$ cat src/rtl/fma_final_add_pkg.sv
// Shared widths and constants for the FMA final-add stage and the multiplier stages.
package fma_final_add_pkg;

  localparam int SIG_WIDTH_DEF = 23;
  localparam int LZC_WIDTH     = 6;
  localparam logic [LZC_WIDTH-1:0] LZC_ZERO = 6'd53;

  // Product/addend datapath width: double-width significand plus guard/alignment bits.
  function automatic int fma_width(input int sig_width);
    return 2 * (sig_width + 1) + 5;
  endfunction

  localparam int FMA_W = fma_width(SIG_WIDTH_DEF);

endpackage

$ cat src/rtl/fma_final_add_lzc.sv
// Combinational leading-zero counter for a 53-bit magnitude; all-zero input yields 53.
module lzc_53
  import fma_final_add_pkg::*;
(
  input  logic [52:0]          din,
  output logic [LZC_WIDTH-1:0] cnt
);

  // Ascending scan: the highest set bit is the last to write cnt.
  always_comb begin
    cnt = LZC_ZERO;
    for (int i = 0; i < 53; i++) begin
      if (din[i]) cnt = 6'(52 - i);
    end
  end

endmodule

$ cat src/rtl/fma_final_add.sv
// FMA final add: product carry-save + aligned addend -> sign/magnitude/LZC, 2-cycle valid/ready pipeline.
// Stalls hold both stages; in_ready drops combinationally when full and out_ready=0. LZC under FMA_FINAL_LZC_EN.
module fma_final_add
  import fma_final_add_pkg::*;
#(
  parameter  int SIG_WIDTH = SIG_WIDTH_DEF,
  localparam int W         = fma_width(SIG_WIDTH)
) (
  input  logic                 clk,
  input  logic                 rst,
  input  logic                 in_valid,
  output logic                 in_ready,
  input  logic [W-1:0]         pp_sum,
  input  logic [W-1:0]         pp_carry,
  input  logic [W-1:0]         add_aligned,
  input  logic                 eff_sub,
  input  logic                 in_sticky,
  output logic                 out_valid,
  input  logic                 out_ready,
  output logic [W-1:0]         res_mag,
  output logic                 res_neg,
  output logic                 res_zero,
  output logic [LZC_WIDTH-1:0] res_lzc,
  output logic                 out_sticky
);

  logic         s1_valid, s2_valid, s1_advance;
  logic [W-1:0] prod;
  logic [W:0]   csa_x, csa_y, csa_z, csa_maj, csa_sum, csa_carry;
  logic [W:0]   s1_sum, s1_carry;
  logic         s1_sticky;
  logic [W:0]   sum_full;
  logic [W-1:0] mag_d;
  logic         zero_d, neg_d;

  assign s1_advance = !s2_valid || out_ready;
  assign in_ready   = !s1_valid || s1_advance;
  assign out_valid  = s2_valid;

  // Subtraction is ~addend plus a carry-in injected as the third CSA operand.
  always_comb begin
    prod      = pp_sum + pp_carry;
    csa_x     = {1'b0, prod};
    csa_y     = eff_sub ? ~{1'b0, add_aligned} : {1'b0, add_aligned};
    csa_z     = (W + 1)'(eff_sub);
    csa_maj   = (csa_x & csa_y) | (csa_x & csa_z) | (csa_y & csa_z);
    csa_sum   = csa_x ^ csa_y ^ csa_z;
    csa_carry = {csa_maj[W-1:0], 1'b0};
  end

  always_comb begin
    sum_full = s1_sum + s1_carry;
    mag_d    = sum_full[W] ? -sum_full[W-1:0] : sum_full[W-1:0];
    zero_d   = (mag_d == '0);
    neg_d    = sum_full[W] && !zero_d;
  end

  always_ff @(posedge clk) begin
    if (rst) begin
      s1_valid   <= 1'b0;
      s2_valid   <= 1'b0;
      s1_sum     <= '0;
      s1_carry   <= '0;
      s1_sticky  <= 1'b0;
      res_mag    <= '0;
      res_neg    <= 1'b0;
      res_zero   <= 1'b1;
      out_sticky <= 1'b0;
    end else begin
      if (in_ready) s1_valid <= in_valid;
      if (in_valid && in_ready) begin
        s1_sum    <= csa_sum;
        s1_carry  <= csa_carry;
        s1_sticky <= in_sticky;
      end
      if (s1_advance) s2_valid <= s1_valid;
      if (s1_valid && s1_advance) begin
        res_mag    <= mag_d;
        res_neg    <= neg_d;
        res_zero   <= zero_d;
        out_sticky <= s1_sticky;
      end
    end
  end

`ifdef FMA_FINAL_LZC_EN
  logic [LZC_WIDTH-1:0] lzc_d;

  lzc_53 u_lzc (
    .din (mag_d),
    .cnt (lzc_d)
  );

  always_ff @(posedge clk) begin
    if (rst) begin
      res_lzc <= LZC_ZERO;
    end else if (s1_valid && s1_advance) begin
      res_lzc <= lzc_d;
    end
  end
`else
  assign res_lzc = '0;
`endif

endmodule
$ cat config.mk
export PLATFORM = sky130hd
export DESIGN_NAME = fma_final_add
export DESIGN_NICKNAME = d
export VERILOG_FILES = /design/src/rtl/fma_final_add_pkg.sv /design/src/rtl/fma_final_add_lzc.sv /design/src/rtl/fma_final_add.sv
export SDC_FILE = /design/constraint.sdc
export NUM_CORES = 1
export LEC_CHECK = 0
export BUFFER_PORTS_ARGS = -buffer_cell sky130_fd_sc_hd__buf_2
export CORE_ASPECT_RATIO = 1.5
export CORE_UTILIZATION = 55
export DETAILED_ROUTE_END_ITERATION = 10
export HOLD_SLACK_MARGIN = 0.12
export PLACE_DENSITY = 0.8
export SYNTH_ARGS = -nofsm -noshare
export SYNTH_HDL_FRONTEND = slang
export SYNTH_SLANG_ARGS = --single-unit
$ cat constraint.sdc
create_clock -name clk -period 13.8 [get_ports clk]
set_input_delay 2.76 -clock clk [delete_from_list [all_inputs] [get_ports clk]]
set_output_delay 2.76 -clock clk [all_outputs]
set_load 0.02 [all_outputs]
---- After elaboration in Yosys (flattened, before gate mapping) ----
Cells that the tools add are included.
cells by class
  $add $sub $neg .......................... 3
  multiplexer cells ....................... 2
  bitwise logic cells ..................... 8
  reductions and logical operators ........ 9
operators with widths
  operator                                         count
  53-bit by 1-bit AND with 53-bit output           2
  53-bit OR                                        2
  54-bit adder                                     1
  54-bit 2-to-1 mux                                1
  53-bit inverter with 54-bit output               1
  53-bit by 54-bit bitwise XOR with 54-bit output  1
  54-bit by 1-bit bitwise XOR with 54-bit output   1
  53-bit adder                                     1
  53-bit AND                                       1
  53-bit logical NOT                               1
  53-bit 2-to-1 mux                                1
  53-bit negation                                  1
  1-bit logical AND                                3
  1-bit logical NOT                                3
  1-bit logical OR                                 2
word-level totals
  flip-flop bits (word level) ............. 166
  input port bits ......................... 165
  output and inout bits ................... 64
  logic and storage cells ................. 31

---- Depth between registers and ports, before layout ----
  depth in word-level cells ............... 6
  gate-level depth with buffers ........... 20
  mapped depth without buffers ............ 20

---- Worst setup path before layout ----
Ideal clock, no wire load.
  kind .................................... input to register
  start ................................... input pp_sum[7]
  end ..................................... register s1_sum[52]
  library setup time ...................... 0.132 ns
  data arrival time ....................... 6.767 ns
  required time ........................... 13.668 ns
  slack ................................... 6.901 ns
  stages .................................. 19
  buffers on the path ..................... 0
  path through ............................ ha_1 -> and3_1 -> a221o_1 -> a21oi_1 -> o21ai_1 -> a21oi_1 -> o21ai_1 -> a31oi_1 -> o21ai_1 -> a31oi_1 -> nor3_1 -> or3_1 -> a41o_1 -> or4b_1 -> a31oi_1 -> xnor2_1 -> ha_1 -> nand2_1 -> a21oi_1
on the way
  longest elaborated chain between the ends .. 3
ends and longest elaborated chain
  what                                             RTL line             source
  start, declared                                  fma_final_add.sv:13  input logic [W-1:0] pp_sum,
  53-bit adder                                     fma_final_add.sv:42  prod = pp_sum + pp_carry;
  53-bit by 54-bit bitwise XOR with 54-bit output  fma_final_add.sv:47  csa_sum = csa_x ^ csa_y ^ csa_z;
  54-bit by 1-bit bitwise XOR with 54-bit output   fma_final_add.sv:47
  via csa_sum[52]                                  fma_final_add.sv:29  logic [W:0] csa_x, csa_y, csa_z, csa_maj, csa_sum, csa_carry;
  end signal, assigned                             fma_final_add.sv:72  s1_sum <= csa_sum;
  end, declared                                    fma_final_add.sv:30  logic [W:0] s1_sum, s1_carry;
The timed path passes the listed nets, and every way through them passes these cells.
A chain may end at the register's enable or synchronous reset.

---- Final worst setup path ----
  start ................................... input pp_sum[0]
  end ..................................... register s1_sum[52]
Same word-level chain as after synthesis.

==> metrics.txt <==
status finished clean; vias post-DR 14300; Yosys reg bits 166; initial antenna violation count 0; relative slew slack 0.326; Die Width 136 um; Simple-Gate Fraction of Synth Area 0.226; largest area contributor in the netlist dfxtp_1; Worst Skew 0.0127 ns; # IOs 229; fmax 135 MHz; WP buf/inv 1; Yosys Warn Count 0; Final Setup Violations 0; TritonCTS clock tree done; XOR/XNOR Fraction of Synth Area 0.113; CP max-delay cell or4b_1; DP Area 15900 um2; Clock Latency Late Sink 0.46 ns; largest net degree at the start of global routing 107; slowest stage delay, CP 0.50 ns; DP HPWL 29200 um; area grow syn2layout 12.0%; worst hold margin 0.448 ns; Total Wirelength 37300 um; Antenna Cells 0; Final Hold Violating Endpoints 0; Worst EP required 14.10 ns; Slew @ Worst Pin 1.01 ns; RSZ-0062 raised after global routing no; multiplexer area fraction after synthesis 0.00628; total gr overflow 0; CP most frequent cell a21oi_1; total iterations of the first detailed-routing run 5; crit share post-route 0.536; Max Slew Vio Count 0; cell breakdown of the critical path buf_2 > ha_1 > fa_1 > a21oi_1 > o21bai_1 > a21oi_1 > o21ai_1 > a21oi_1 > o21ai_1 > a31oi_1 > o21ai_1 > a31oi_1 > nor3_1 > or3_1 > a41o_1 > or4b_1 > a31oi_1 > xnor2_1 > ha_1 > nand2_1 > a21oi_1; Final ANT Viol Nets 0; syn_area_per_cell 7.51 um2; sequential area share after synthesis 0.226; die height 202 um; number of vias per cell 5.82; CP Launch Type input port; top cells by area, synth dfxtp_1 (23%), ha_1 (13%), nand2_1 (8.5%); post-DR wirelength/cell 15.1 um; Max IR drop VDD 0.0000827 V; Post-Syn Area 14700 um2; share of post-route cells with drive strength above 1 0.144; crit-path leading delay family compound AO/OA/AOI/OAI gates; final instance area 16500 um2; Final min period 7.40 ns; Total Power 0.00175 W; post-synthesis adder-cell area fraction 0.136; leak pwr 7.27 nW; crit path kind input port to register; die area 27500 um2; H-tree Lvls 4; CTS Hold Bufs 0; post-route setup TNS 0 ns; Row Count 73; global-route wire length before repair 61500 um; main combinational cell family by area after synthesis compound AO/OA/AOI/OAI gates; Post-synth EDFFs 0; DRC errors left 0; critical path fanouts, max 4; CORE AREA 26400 um2; # nets final 2435; crit end category register; top cell type's share of synthesized area 0.226; Max Cap Viol 0; Compound-Gate Fraction of Synth Area 0.256; worst-case clock buffer depth 2; CTS Sinks 166; post-CTS sizing 0; drt initial violations 843; vias in the first global route 13200; global-route usage over all layers 0.272; Worst EP arrival 7.70 ns; Setup Fix Bufs, Post-CTS 0; async set-reset flop share out of synthesis 0; cell count after synthesis 1962; Initial Util 0.558; Hold WC Path Type register to register; routability cong. 0.919; Netlist cell types 95; I/O Buffers 222; total CTS buffers 17; PD cells 106 nW/um2; commonest cells after routing, fill and taps aside nand2_1 (333), a21oi_1 (245), buf_2 (221), dfxtp_1 (166), nor2_1 (165); Clock Pin Slew Worst Setup and Hold Paths 0.06 ns; Root Driver clkbuf_16; commonest non-fill, non-tap cell in the layout nand2_1; Post-synth top flop dfxtp_1; Filler Cell Count 2437
## layout make-up
cell class / instances / area (um2) / share of cell area
sequential: 166 / 3320 / 0.201
timing repair buffer: 229 / 1170 / 0.0707
multi-input combinational: 1668 / 10900 / 0.661
clock buffer: 19 / 443 / 0.0269
inverter: 29 / 109 / 0.00660
tap: 337 / 422 / 0.0256
clock inverter: 13 / 123 / 0.00743
## metal layers
| metal | global-route usage | vias to the layer above | wire, um |
|---|---|---|---|
| met5 | 0 | - | 0 |
| met4 | 0.112 | 0 | 1030 |
| met3 | 0.0280 | 63 | 1510 |
| met2 | 0.458 | 381 | 17800 |
| met1 | 0.348 | 6563 | 16900 |
| li1 | - | 7321 | - |
## power breakdown
part,switching (W),internal (W),total [W]
registers,0.0000273,0.000526,0.000553
clock network,0.000205,0.000254,0.000459
logic,0.000449,0.000291,0.000740
## tightest hold or removal path, stage by stage, from the launching register on
cell and delay, ns:
dfxtp_1 0.30, nand2_1 0.05, a21oi_1 0.05
## sequential cells by signal (all words and copies together) (netlist names)
register and cells:
s1_valid 1, s1_sum 54, s1_carry 53, res_zero 1, res_mag 53, res_neg 1
s1_sticky 1, out_sticky 1, out_valid 1
## per-stage QoR
step	util	instances	worst slack [ns]
2_1_floorplan	-	1967	6.90
3_3_place_gp	0.603	2429	6.08
3_5_place_dp	0.603	2429	5.98
4_1_cts	0.625	2461	6.46
5_1_grt	0.625	2461	6.17
6_report	0.625	2461	6.40
## synthesized netlist by cell type, types with 16 or more instances
cell        n
a211oi_1   54
a21o_1     58
a21oi_1   245
a31oi_1    20
and3_1     21
clkbuf_1   83
dfxtp_1   166
ha_1      157
inv_1      29
nand2_1   334
nand3_1    35
nand4_1    26
nor2_1    165
nor2b_1    20
nor3_1     33
o21a_1     16
o21ai_0    53
o21bai_1   18
xnor2_1    90
xor2_1     99
## cells by family after synthesis
family          Yosys count
mux                       9
other cells               1
compound gates          583
fa+ha+maj               159
simple gates            721
xor+xnor                190
buf+inv                 133
flops                   166
## final timing paths
path / cells after the start / start / to / slack, ns
worst min-delay path: 2 / res_mag[24] / res_mag[24] / 0.45
worst max-delay path: 21 / pp_sum[0] / s1_sum[52] / 6.40
worst min register to register: 2 / res_mag[24] / res_mag[24] / 0.45
worst max register to register: 16 / s1_sum[1] / res_neg / 8.07
(Power assumes the default switching activity.)
